File: src/rtl/spi_loopback_miso_arbiter_pkg.sv
`default_nettype none
// ============================================================================
// Module  : spi_loopback_miso_arbiter_pkg
// Brief   : Shared types and helpers for the loopback SPI MISO frame arbiter.
// Revision: 1.0 - initial release
// ============================================================================
package spi_loopback_miso_arbiter_pkg;

    typedef enum logic [0:0] {
        ARB_IDLE = 1'b0,
        ARB_XFER = 1'b1
    } arb_state_t;

    // A fill count above the depth borrows into bit 32 and reads as no room.
    function automatic logic fifo_has_room(
        input logic [31:0] i_fill,
        input logic [32:0] i_depth,
        input logic [32:0] i_thresh
    );
        logic [32:0] w_free;
        w_free = i_depth - {1'b0, i_fill};
        if (w_free[32]) begin
            return 1'b0;
        end
        return (w_free >= i_thresh);
    endfunction

endpackage : spi_loopback_miso_arbiter_pkg
`default_nettype wire

File: src/rtl/spi_loopback_miso_arbiter_if.sv
`default_nettype none
// ============================================================================
// Module  : spi_loopback_miso_arbiter_if
// Brief   : Requester AXIS bundle, MISO AXIS output and FIFO fill level.
// Revision: 1.0 - initial release
// ============================================================================
interface spi_loopback_miso_arbiter_if #(
    parameter int NUM_REQ = 4
);
    logic [8*NUM_REQ-1:0] req_s_tdata;
    logic [NUM_REQ-1:0]   req_s_tvalid;
    logic [NUM_REQ-1:0]   req_s_tlast;
    logic [NUM_REQ-1:0]   req_s_tready;
    logic [7:0]           miso_m_tdata;
    logic                 miso_m_tvalid;
    logic                 miso_m_tready;
    logic [31:0]          miso_write_size;

    // Arbiter view
    modport slave (
        input  req_s_tdata, req_s_tvalid, req_s_tlast, miso_m_tready, miso_write_size,
        output req_s_tready, miso_m_tdata, miso_m_tvalid
    );

    // Producer / FIFO environment view
    modport master (
        output req_s_tdata, req_s_tvalid, req_s_tlast, miso_m_tready, miso_write_size,
        input  req_s_tready, miso_m_tdata, miso_m_tvalid
    );
endinterface : spi_loopback_miso_arbiter_if
`default_nettype wire

File: src/rtl/spi_loopback_miso_arbiter_rr_arbiter_pick.sv
`default_nettype none
// ============================================================================
// Module  : rr_arbiter_pick
// Brief   : Combinational round-robin picker: first request at/after pointer.
// Revision: 1.0 - initial release
// ============================================================================
module rr_arbiter_pick #(
    parameter int N     = 4,
    parameter int PTR_W = 2
) (
    input  wire logic [N-1:0]     i_req,
    input  wire logic [PTR_W-1:0] i_ptr,
    output logic      [N-1:0]     o_grant_oh,
    output logic      [PTR_W-1:0] o_grant_idx,
    output logic                  o_valid
);

    logic [PTR_W-1:0] w_idx;

    always_comb begin
        o_grant_oh  = '0;
        o_grant_idx = '0;
        o_valid     = 1'b0;
        w_idx       = '0;
        for (int k = 0; k < N; k++) begin
            w_idx = PTR_W'((int'(i_ptr) + k) % N);
            if (!o_valid && i_req[w_idx]) begin
                o_valid           = 1'b1;
                o_grant_idx       = w_idx;
                o_grant_oh[w_idx] = 1'b1;
            end
        end
    end

endmodule : rr_arbiter_pick
`default_nettype wire

File: src/rtl/spi_loopback_miso_arbiter.sv
`default_nettype none
// ============================================================================
// Module  : spi_loopback_miso_arbiter
// Brief   : Whole-frame round-robin arbiter feeding the loopback SPI MISO FIFO.
// Revision: 1.0 - initial release
// ============================================================================
module spi_loopback_miso_arbiter
    import spi_loopback_miso_arbiter_pkg::*;
#(
    parameter int NUM_REQ    = 4,
    parameter int FIFO_DEPTH = 512,
    parameter int MAX_FRAME  = 16,
    parameter int CNT_W      = 16,
    parameter int PTR_W      = $clog2(NUM_REQ)
) (
    input  wire logic               clk_core,
    input  wire logic               clk_core_resn,
    input  wire logic               enable,
    spi_loopback_miso_arbiter_if.slave arb_bus,
    output logic      [PTR_W-1:0]   grant_id,
    output logic                    busy,
    output logic                    err_oversize,
    output logic      [CNT_W-1:0]   frames_sent
);

    localparam int BC_W = $clog2(MAX_FRAME + 1);
    localparam logic [BC_W-1:0] C_MAX_BYTES = BC_W'(MAX_FRAME);

    arb_state_t         r_state;
    arb_state_t         w_state_nxt;
    logic [PTR_W-1:0]   r_grant;
    logic [NUM_REQ-1:0] r_grant_oh;
    logic [PTR_W-1:0]   r_rr_ptr;
    logic [BC_W-1:0]    r_byte_cnt;
    logic [CNT_W-1:0]   r_frames;
    logic               r_err;

    logic [NUM_REQ-1:0] w_pick_oh;
    logic [PTR_W-1:0]   w_pick_idx;
    logic               w_pick_valid;
    logic               w_xfer;
    logic               w_g_valid;
    logic               w_g_last;
    logic [7:0]         w_g_data;
    logic               w_hs;
    logic [BC_W-1:0]    w_cnt_inc;
    logic [PTR_W-1:0]   w_next_ptr;
    logic               w_take;
    logic               w_done;
    logic               w_oversize;

    rr_arbiter_pick #(
        .N     (NUM_REQ),
        .PTR_W (PTR_W)
    ) u_pick (
        .i_req       (arb_bus.req_s_tvalid),
        .i_ptr       (r_rr_ptr),
        .o_grant_oh  (w_pick_oh),
        .o_grant_idx (w_pick_idx),
        .o_valid     (w_pick_valid)
    );

    always_comb begin
        w_g_data = 8'h00;
        for (int i = 0; i < NUM_REQ; i++) begin
            if (r_grant == PTR_W'(i)) begin
                w_g_data = arb_bus.req_s_tdata[8*i +: 8];
            end
        end
    end

    assign w_xfer     = (r_state == ARB_XFER);
    assign w_g_valid  = |(r_grant_oh & arb_bus.req_s_tvalid);
    assign w_g_last   = |(r_grant_oh & arb_bus.req_s_tlast);
    assign w_hs       = w_xfer && w_g_valid && arb_bus.miso_m_tready;
    assign w_cnt_inc  = r_byte_cnt + 1'b1;
    assign w_next_ptr = (r_grant == PTR_W'(NUM_REQ - 1)) ? '0 : r_grant + 1'b1;

    // Outputs are gated by the registered state so reset clears them at once.
    assign arb_bus.miso_m_tvalid = w_xfer && w_g_valid;
    assign arb_bus.miso_m_tdata  = w_xfer ? w_g_data : 8'h00;
    assign arb_bus.req_s_tready  = (w_xfer && arb_bus.miso_m_tready) ? r_grant_oh : '0;

    always_comb begin
        w_state_nxt = r_state;
        w_take      = 1'b0;
        w_done      = 1'b0;
        w_oversize  = 1'b0;
        case (r_state)
            ARB_IDLE: begin
                if (enable && w_pick_valid &&
                    fifo_has_room(arb_bus.miso_write_size, 33'(FIFO_DEPTH), 33'(MAX_FRAME))) begin
                    w_state_nxt = ARB_XFER;
                    w_take      = 1'b1;
                end
            end
            ARB_XFER: begin
                if (w_hs && (w_g_last || (w_cnt_inc == C_MAX_BYTES))) begin
                    w_state_nxt = ARB_IDLE;
                    w_done      = 1'b1;
                    w_oversize  = !w_g_last;
                end
            end
            default: w_state_nxt = ARB_IDLE;
        endcase
    end

    always_ff @(posedge clk_core or negedge clk_core_resn) begin
        if (!clk_core_resn) begin
            r_state    <= ARB_IDLE;
            r_grant    <= '0;
            r_grant_oh <= '0;
            r_rr_ptr   <= '0;
            r_byte_cnt <= '0;
            r_frames   <= '0;
            r_err      <= 1'b0;
        end else begin
            r_state <= w_state_nxt;
            r_err   <= w_oversize;
            if (w_take) begin
                r_grant    <= w_pick_idx;
                r_grant_oh <= w_pick_oh;
                r_byte_cnt <= '0;
            end
            if (w_hs) begin
                r_byte_cnt <= w_cnt_inc;
            end
            if (w_done) begin
                r_frames <= r_frames + 1'b1;
                r_rr_ptr <= w_next_ptr;
            end
        end
    end

    assign grant_id     = r_grant;
    assign busy         = w_xfer;
    assign err_oversize = r_err;
    assign frames_sent  = r_frames;

endmodule : spi_loopback_miso_arbiter
`default_nettype wire
File: src/flat_wrapper.sv
// flat-port wrapper written by rule: the top's interface ports become plain ports
module spi_loopback_miso_arbiter_flat import spi_loopback_miso_arbiter_pkg::*;
#(
    parameter int NUM_REQ    = 4,
    parameter int FIFO_DEPTH = 512,
    parameter int MAX_FRAME  = 16,
    parameter int CNT_W      = 16,
    parameter int PTR_W      = $clog2(NUM_REQ)
)
  (clk_core, clk_core_resn, enable, grant_id, busy, err_oversize, frames_sent, arb_bus_req_s_tdata, arb_bus_req_s_tvalid, arb_bus_req_s_tlast, arb_bus_miso_m_tready, arb_bus_miso_write_size, arb_bus_req_s_tready, arb_bus_miso_m_tdata, arb_bus_miso_m_tvalid);
  spi_loopback_miso_arbiter_if #(.NUM_REQ(NUM_REQ)) arb_bus_i ();
  input  wire logic clk_core;
  input  wire logic clk_core_resn;
  input  wire logic enable;
  output logic      [PTR_W-1:0] grant_id;
  output logic busy;
  output logic err_oversize;
  output logic      [CNT_W-1:0] frames_sent;
  input wire logic [$bits(arb_bus_i.req_s_tdata)-1:0] arb_bus_req_s_tdata;
  input wire logic [$bits(arb_bus_i.req_s_tvalid)-1:0] arb_bus_req_s_tvalid;
  input wire logic [$bits(arb_bus_i.req_s_tlast)-1:0] arb_bus_req_s_tlast;
  input wire logic [$bits(arb_bus_i.miso_m_tready)-1:0] arb_bus_miso_m_tready;
  input wire logic [$bits(arb_bus_i.miso_write_size)-1:0] arb_bus_miso_write_size;
  output wire logic [$bits(arb_bus_i.req_s_tready)-1:0] arb_bus_req_s_tready;
  output wire logic [$bits(arb_bus_i.miso_m_tdata)-1:0] arb_bus_miso_m_tdata;
  output wire logic [$bits(arb_bus_i.miso_m_tvalid)-1:0] arb_bus_miso_m_tvalid;
  assign arb_bus_i.req_s_tdata = arb_bus_req_s_tdata;
  assign arb_bus_i.req_s_tvalid = arb_bus_req_s_tvalid;
  assign arb_bus_i.req_s_tlast = arb_bus_req_s_tlast;
  assign arb_bus_i.miso_m_tready = arb_bus_miso_m_tready;
  assign arb_bus_i.miso_write_size = arb_bus_miso_write_size;
  assign arb_bus_req_s_tready = arb_bus_i.req_s_tready;
  assign arb_bus_miso_m_tdata = arb_bus_i.miso_m_tdata;
  assign arb_bus_miso_m_tvalid = arb_bus_i.miso_m_tvalid;
  spi_loopback_miso_arbiter #(.NUM_REQ(NUM_REQ), .FIFO_DEPTH(FIFO_DEPTH), .MAX_FRAME(MAX_FRAME), .CNT_W(CNT_W), .PTR_W(PTR_W)) u_core (.clk_core(clk_core), .clk_core_resn(clk_core_resn), .enable(enable), .arb_bus(arb_bus_i), .grant_id(grant_id), .busy(busy), .err_oversize(err_oversize), .frames_sent(frames_sent));
endmodule
File: config.mk
export PLATFORM = sky130hd
export DESIGN_NAME = spi_loopback_miso_arbiter_flat
export DESIGN_NICKNAME = d
export VERILOG_FILES = /design/src/rtl/spi_loopback_miso_arbiter_pkg.sv /design/src/rtl/spi_loopback_miso_arbiter_if.sv /design/src/rtl/spi_loopback_miso_arbiter_rr_arbiter_pick.sv /design/src/rtl/spi_loopback_miso_arbiter.sv /design/src/flat_wrapper.sv
export SDC_FILE = /design/constraint.sdc
export NUM_CORES = 1
export LEC_CHECK = 0
export ABC_AREA = 1
export ABC_CLOCK_PERIOD_IN_PS = 2600
export CORE_ASPECT_RATIO = 1.5
export CORE_MARGIN = 1.5
export CORE_UTILIZATION = 45
export CTS_CLUSTER_DIAMETER = 80
export DETAILED_ROUTE_END_ITERATION = 12
export PLACE_DENSITY = 0.89
export SLEW_MARGIN = 40
export SYNTH_ARGS = -nofsm -noshare
export SYNTH_HDL_FRONTEND = slang
export SYNTH_HIERARCHICAL = 1
export SYNTH_SLANG_ARGS = --single-unit
export TNS_END_PERCENT = 10
File: constraint.sdc
create_clock -name clk_core -period 2.6 [get_ports clk_core]
set_input_delay 0.52 -clock clk_core [delete_from_list [all_inputs] [get_ports clk_core]]
set_output_delay 0.52 -clock clk_core [all_outputs]
set_load 0.02 [all_outputs]
==> flow_summary_export.csv, run 1 <==
group,metric,value,unit
setup_path,critical_path_arrival,1.98,ns
setup_path,end_kind,"primary output",
timing,finalCriticalPeriod,2.50,ns
setup_path,critPathKind,"flip-flop to primary output",
placement,place_area,4130,um^2
drt,drt-wirelength-per-cell,14.0,um
die,rows,35,
placement,io_buffer_count,108,
timing,setup_violations,0,
timing,finalMaxSlewViolations,0,
global_route,first_global_vias,3396,
timing,finalSetupTns,0,ns
clocking,numCtsBuffers,5,
clocking,clk_latency,0.28,ns
synthesis,synthArstFlopShare,1.00,
clocking,root_buffer,"clkbuf_8",
drt,wl,8.83,mm
synthesis,synth_top_flop_cell,"dfrtp_1",
flow_run,drv_cap,0,
min_path,hp-start,"u_core/r_byte_cnt[4]",
synthesis,syn-cell-area,2950,um^2
finish,nNetsFinal,643,
clocking,cts_num_sinks,31,
setup_path,reg2reg_from,"u_core/r_rr_ptr[1]",
die,die_y,102,um
clocking,h-tree-depth,2,
finish,syn2layout_area_growth,42.1,%
placement,dpl.hpwl,7.02,mm
setup_path,r2r_cells,13,
synthesis,ys_top_cells_by_count,"nand2_1, inv_1, nor2_1, nand3_1, dfrtp_1",
timing,finalCritPeriodShare,0.960,
finish,n_fill_cell,548,
finish,final_cell_area,4180,um^2
synthesis,ys.warnings.count,6,
power,p_leak,0.00196,uW
setup_path,worstSetupStartpointType,"flip-flop",
synthesis,synth.avg_cell_area,6.69,um^2
setup_path,r2r_slack,0.41,ns
setup_path,required,2.08,ns
drt,vias,3344,
clocking,cts_hold_buf,0,
die,io_pins,109,
drt,drtAntennaViolNets,0,
clocking,clkTransAtPathRegs,0.07,ns
synthesis,syn_inst,440,
synthesis,yosysSeqAreaShare,0.263,
min_path,holdPathEnd,"u_core/r_byte_cnt[4]",
finish,antenna_cells,0,
drt,first_pass_iters,5,
synthesis,yosysMostFrequentCell,"nand2_1",
min_path,hold_path_class,"flip-flop to flip-flop",
timing,fmax,401,MHz
power,ir_worst_vdd,0.553,mV
drt,drtIter0Drc,239,
setup_path,critPathMaxFanout,8,
die,die-area,7050,um^2
min_path,holdPathStages,2,
synthesis,synth_fp_nets,528,
synthesis,ys_ff_latch,31,
die,start_util,0.474,
timing,fin_skew,0.00579,ns
finish,drive_gt1_frac,0.128,
clocking,cts_setup_buffers,0,
power,p_per_area,486,nW/um^2
die,die_w,69.1,um
synthesis,synth-edff-count,0,
placement,place_congestion,0.961,
setup_path,r2r-end,"u_core/r_grant_oh[1]",
global_route,grt_pass1_wl,14.5,mm
global_route,overflow,0,
timing,rsz0062_at_grt,"false",
synthesis,synth_area_leaders,"dfrtp_1, nand2_1, inv_1",
timing,final_hold_viol_count,0,
synthesis,synthDistinctLibCells,35,
timing,maxSlewHeadroom,0.713,
status,run_status,"complete, no violations",
clocking,ctsResizeCount,11,
die,coreArea,6220,um^2
drt,vias_per_cell,5.31,
timing,worst_pin_slew,0.425,ns
synthesis,synth_top_cell_by_area,"dfrtp_1",
clocking,cts_tree,"done",
global_route,antenna_found_initial,0,
global_route,track_usage,0.247,
clocking,cts_max_path_buffers,2,
global_route,grt_max_degree,32,
drt,drc,0,
synthesis,netlist.area_leader.share,0.263,
[worst max-delay path by stage]
| stage | startpoint | to | slack, ns | cells after the start |
|---|---|---|---|---|
| after detailed placement | u_core/grant_id[0] | arb_bus_miso_m_tdata[0] | -0.07 | 7 |
| after global placement | arb_bus_req_s_tdata[1] | arb_bus_miso_m_tdata[1] | -0.07 | 6 |
| final | u_core/grant_id[1] | arb_bus_miso_m_tdata[4] | 0.10 | 8 |
| after floorplan | u_core/grant_id[0] | arb_bus_miso_m_tdata[4] | 0.28 | 8 |
| after global routing | u_core/grant_id[1] | arb_bus_miso_m_tdata[3] | 0.02 | 8 |
| after CTS | u_core/grant_id[1] | arb_bus_miso_m_tdata[0] | 0.01 | 8 |
[area by class of cell]
type | count | area (um^2) | share of cell area
multi-input combinational | 340 | 1880 | 0.449
timing repair buffer | 118 | 1130 | 0.271
sequential | 31 | 776 | 0.185
inverter | 59 | 221 | 0.0529
tap | 74 | 92.6 | 0.0221
clock buffer | 5 | 68.8 | 0.0164
clock inverter | 3 | 15.0 | 0.00359
[critical path, cell delays in order (launching register included)]
cell and delay, ns:
dfrtp_1 0.41, inv_1 0.13, ha_1 0.19, buf_4 0.17
a21oi_1 0.06, o31ai_1 0.20, o21ai_0 0.11, nor2_1 0.10
clkdlybuf4s15_1 0.32
[metrics by stage]
| stage | hold WS [ns] | utilization | worst slack (ns) | cells | power (uW) |
|---|---|---|---|---|---|
| final | 0.547 | 0.673 | 0.104 | 630 | 2030 |
| after global routing | 0.568 | 0.673 | 0.0153 | 630 | 2170 |
| after CTS | 0.547 | 0.677 | 0.00956 | 630 | 2050 |
| after detailed placement | 0.531 | 0.664 | -0.0732 | 622 | 1670 |
| after global placement | 0.511 | 0.664 | -0.0684 | 622 | 1650 |
| after floorplan | 0.224 | - | 0.284 | 440 | 1220 |
[layout by cell type, fill, tap and decap left out, types with 6 or more instances in the layout]
cell             Yosys  final
clkdlybuf4s50_1      0    100
nand2_1             99     99
inv_1               55     54
nor2_1              52     52
nand3_1             40     40
dfrtp_1             31     31
a21oi_1             23     23
xor2_1              16     16
nand2_2             16     16
nand4_1             13     13
o21ai_1             10     10
ha_1                12     10
o21ai_0              9      9
buf_4                0      9
o31ai_1              8      8
clkbuf_2             0      7
nor2_2               6      6
nand3_2              6      6
[flip-flops by register name, indices dropped and copies added (netlist names)]
register / count
u_core/r_grant_oh: 4
u_core/frames_sent: 16
u_core/r_rr_ptr: 2
u_core/grant_id: 2
u_core/err_oversize: 1
u_core/busy: 1
u_core/r_byte_cnt: 5
[report_power, final]
| part | switching [uW] | internal, uW |
|---|---|---|
| combinational | 483 | 438 |
| sequential | 148 | 602 |
| clock | 180 | 183 |
| total | 811 | 1220 |
[logic make-up (layout without fill, tap and decap cells)]
group / Yosys count / in the layout / share of synthesized area
xor+xnor: 18 / 18 / 0.0535
fa+ha+maj: 12 / 12 / 0.0510
simple gates: 253 / 253 / 0.421
compound gates: 57 / 57 / 0.110
flops: 31 / 31 / 0.263
buf+inv: 69 / 185 / 0.101
[layer usage]
metal | up-vias | part of all wire | global-route usage
met2 | 135 | 0.54 | 0.478
met1 | 1534 | 0.37 | 0.257
met3 | 29 | 0.057 | 0.0404
met5 | - | 0 | 0
met4 | 0 | 0.033 | 0.118
li1 | 1646 | - | -
(Power assumes the default switching activity.)
==> inputs of run 2 (changes only) <==
--- a/config.mk
+++ b/config.mk
@@ -7,7 +7,7 @@
 export LEC_CHECK = 0
 export ABC_AREA = 1
 export ABC_CLOCK_PERIOD_IN_PS = 2600
-export CORE_ASPECT_RATIO = 1.5
+export CORE_ASPECT_RATIO = 1.75
 export CORE_MARGIN = 1.5
 export CORE_UTILIZATION = 45
 export CTS_CLUSTER_DIAMETER = 80
==> run 2 against run 1 <==
Net effect: combinational power about the same; via count rose by 0.24%; global-route usage grew 0.53 points; sequential share of layout area shrank 0.099 points; core utilization decreased by 0.26 points; design area up 0.54%; clock power is 15% higher; flip-flop and latch count stayed put; cell count is 1.1% higher; register-to-register slack lost 0.04 ns; sequential power about the same; critical path type is now input port to primary output; largest cell class unchanged.
==> flow_summary_export.csv, run 2 (same netlist as run 1, synthesis figures left out) <==
group,metric,value,unit
die,die_w,64.2,um
power,ir_worst_vdd,0.538,mV
clocking,h-tree-depth,2,
min_path,hp-start,"u_core/r_byte_cnt[4]",
setup_path,reg2reg_from,"u_core/r_rr_ptr[1]",
die,io_pins,109,
global_route,grt_pass1_wl,14.4,mm
placement,io_buffer_count,108,
clocking,cts_tree,"done",
global_route,antenna_found_initial,0,
finish,layout_common_cells,"clkdlybuf4s50_1, nand2_1, inv_1",
min_path,holdPathEnd,"u_core/r_byte_cnt[4]",
setup_path,r2r-end,"u_core/r_grant_oh[1]",
power,switching_power,811,uW
power,p_sw_frac,0.389,
setup_path,crit_buf_inv,2,
timing,setup_violations,0,
finish,nNetsFinal,644,
clocking,clk_latency,0.28,ns
clocking,root_buffer,"clkbuf_8",
power,p_per_area,496,nW/um^2
setup_path,r2r_cells,13,
power,clkPwrFrac,0.200,
drt,vias,3352,
drt,drt-wirelength-per-cell,14.0,um
clocking,ctsResizeCount,11,
drt,first_pass_iters,4,
die,die_y,110,um
clocking,cts_max_path_buffers,2,
timing,finalCriticalPeriod,2.50,ns
setup_path,end_kind,"primary output",
clocking,clkTransAtPathRegs,0.07,ns
setup_path,critPathKind,"input port to primary output",
clocking,cts_setup_buffers,0,
die,die-area,7060,um^2
power,power.total,2090,uW
drt,drtAntennaViolNets,0,
finish,largest_register_ffs,16,
global_route,track_usage,0.252,
timing,fin_skew,0.0103,ns
finish,fin_util,0.670,
global_route,grt_max_degree,32,
setup_path,crit_chain,"clkdlybuf4s50_1 -> nand2_1 -> nor2_1 -> clkdlybuf4s50_1",
finish,antenna_cells,0,
clocking,numCtsBuffers,5,
status,run_status,"complete, no violations",
placement,pre_cts_ws,-0.0298,ns
global_route,overflow,0,
timing,fmax,400,MHz
die,coreArea,6280,um^2
setup_path,cp_top_family,"buffers and inverters",
setup_path,crit_top_cell,"clkdlybuf4s50_1",
flow_run,drv_cap,0,
timing,finalSetupTns,0,ns
timing,finalMaxSlewViolations,0,
placement,place_congestion,0.944,
setup_path,required,2.08,ns
drt,drtIter0Drc,195,
timing,finalCritPeriodShare,0.962,
die,start_util,0.469,
min_path,holdPathStages,2,
finish,drive_gt1_frac,0.133,
setup_path,crit_path_max_incr_delay,0.64,ns
setup_path,r2r_slack,0.37,ns
die,rows,38,
drt,drc,0,
global_route,first_global_vias,3437,
setup_path,critPathMaxFanout,5,
setup_path,cp_slowest_cell,"clkdlybuf4s50_1",
min_path,hold_path_class,"flip-flop to flip-flop",
timing,rsz0062_at_grt,"false",
drt,vias_per_cell,5.26,
finish,syn2layout_area_growth,42.8,%
power,intPower,1270,uW
clocking,cts_hold_buf,0,
placement,dp.cells,629,
timing,worst_pin_slew,0.469,ns
placement,dpl.hpwl,6.91,mm
clocking,cts_num_sinks,31,
power,seq_power_share,0.360,
finish,n_fill_cell,530,
timing,fin_ws,0.0982,ns
setup_path,crit_cells,4,
power,p_leak,0.00198,uW
power,combPwrFrac,0.440,
setup_path,worstSetupStartpointType,"input port",
timing,maxSlewHeadroom,0.683,
setup_path,critical_path_arrival,1.98,ns
finish,final_cells,637,
drt,wl,8.91,mm
timing,final_hold_viol_count,0,
==> run 2: changes by cell type in the layout (fill, tap and decap cells not counted), sizes merged <==
cell / previous run / this run
dlymetal6s2s: 0 / 1
clkbuf: 12 / 15
buf: 10 / 11
clkdlybuf4s15: 1 / 0
clkinvlp: 0 / 1
clkdlybuf4s50: 100 / 99
clkinv: 3 / 0
==> run 2: power by group through the flow <==
| stage | combinational, uW | clock, uW | sequential [uW] |
|---|---|---|---|
| 2_1_floorplan | 383 | 0 | 835 |
| 3_3_place_gp | 896 | 0 | 752 |
| 3_5_place_dp | 917 | 0 | 755 |
| 4_1_cts | 918 | 425 | 751 |
| 5_1_grt | 994 | 445 | 768 |
| 6_report | 917 | 418 | 751 |
==> run 2: per-layer routing <==
metal  part of all wire  routed length, um  GRT usage
met1               0.36               3200      0.240
met2               0.52               4670      0.500
met5                  0                  0          0
met4              0.042                375      0.141
met3              0.076                674     0.0386
==> run 2: layout make-up <==
type | count | area [um^2] | area share
Multi-Input combinational cell | 340 | 1880 | 0.447
Timing Repair Buffer | 119 | 1130 | 0.268
Sequential cell | 31 | 776 | 0.184
Inverter | 59 | 221 | 0.0526
Tap cell | 80 | 100 | 0.0238
Clock buffer | 7 | 96.3 | 0.0229
Clock inverter | 1 | 7.51 | 0.00178
==> run 2: worst max-delay path by stage <==
stage / from / slack [ns] / endpoint
floorplan: u_core/grant_id[0] / 0.28 / arb_bus_miso_m_tdata[4]
global placement: arb_bus_req_s_tdata[8] / -0.01 / arb_bus_miso_m_tdata[0]
detailed placement: arb_bus_req_s_tdata[9] / -0.03 / arb_bus_miso_m_tdata[1]
CTS: arb_bus_req_s_tvalid[2] / 0.03 / arb_bus_miso_m_tvalid
global route: arb_bus_miso_m_tready / 0.02 / arb_bus_req_s_tready[3]
finish: arb_bus_miso_m_tready / 0.1 / arb_bus_req_s_tready[3]
==> run 2: worst reg2reg max path, cell delays in order, from the launching register on <==
cell and delay (ns):
dfrtp_1 0.36, inv_1 0.06, ha_1 0.36, inv_1 0.11, nand2_1 0.09, nand2_2 0.06, nor2_4 0.25, nand4_1 0.18
nand3_1 0.14, nor2_2 0.10, nand2_4 0.20, nand2_1 0.08, nand2_1 0.07, inv_1 0.05
==> run 2: per-stage QoR <==
step	hold WS, ns	cell area, um^2
6_report	0.538	4210
4_1_cts	0.538	4230
3_3_place_gp	0.515	4130
3_5_place_dp	0.522	4130
2_1_floorplan	0.224	2950
5_1_grt	0.580	4210
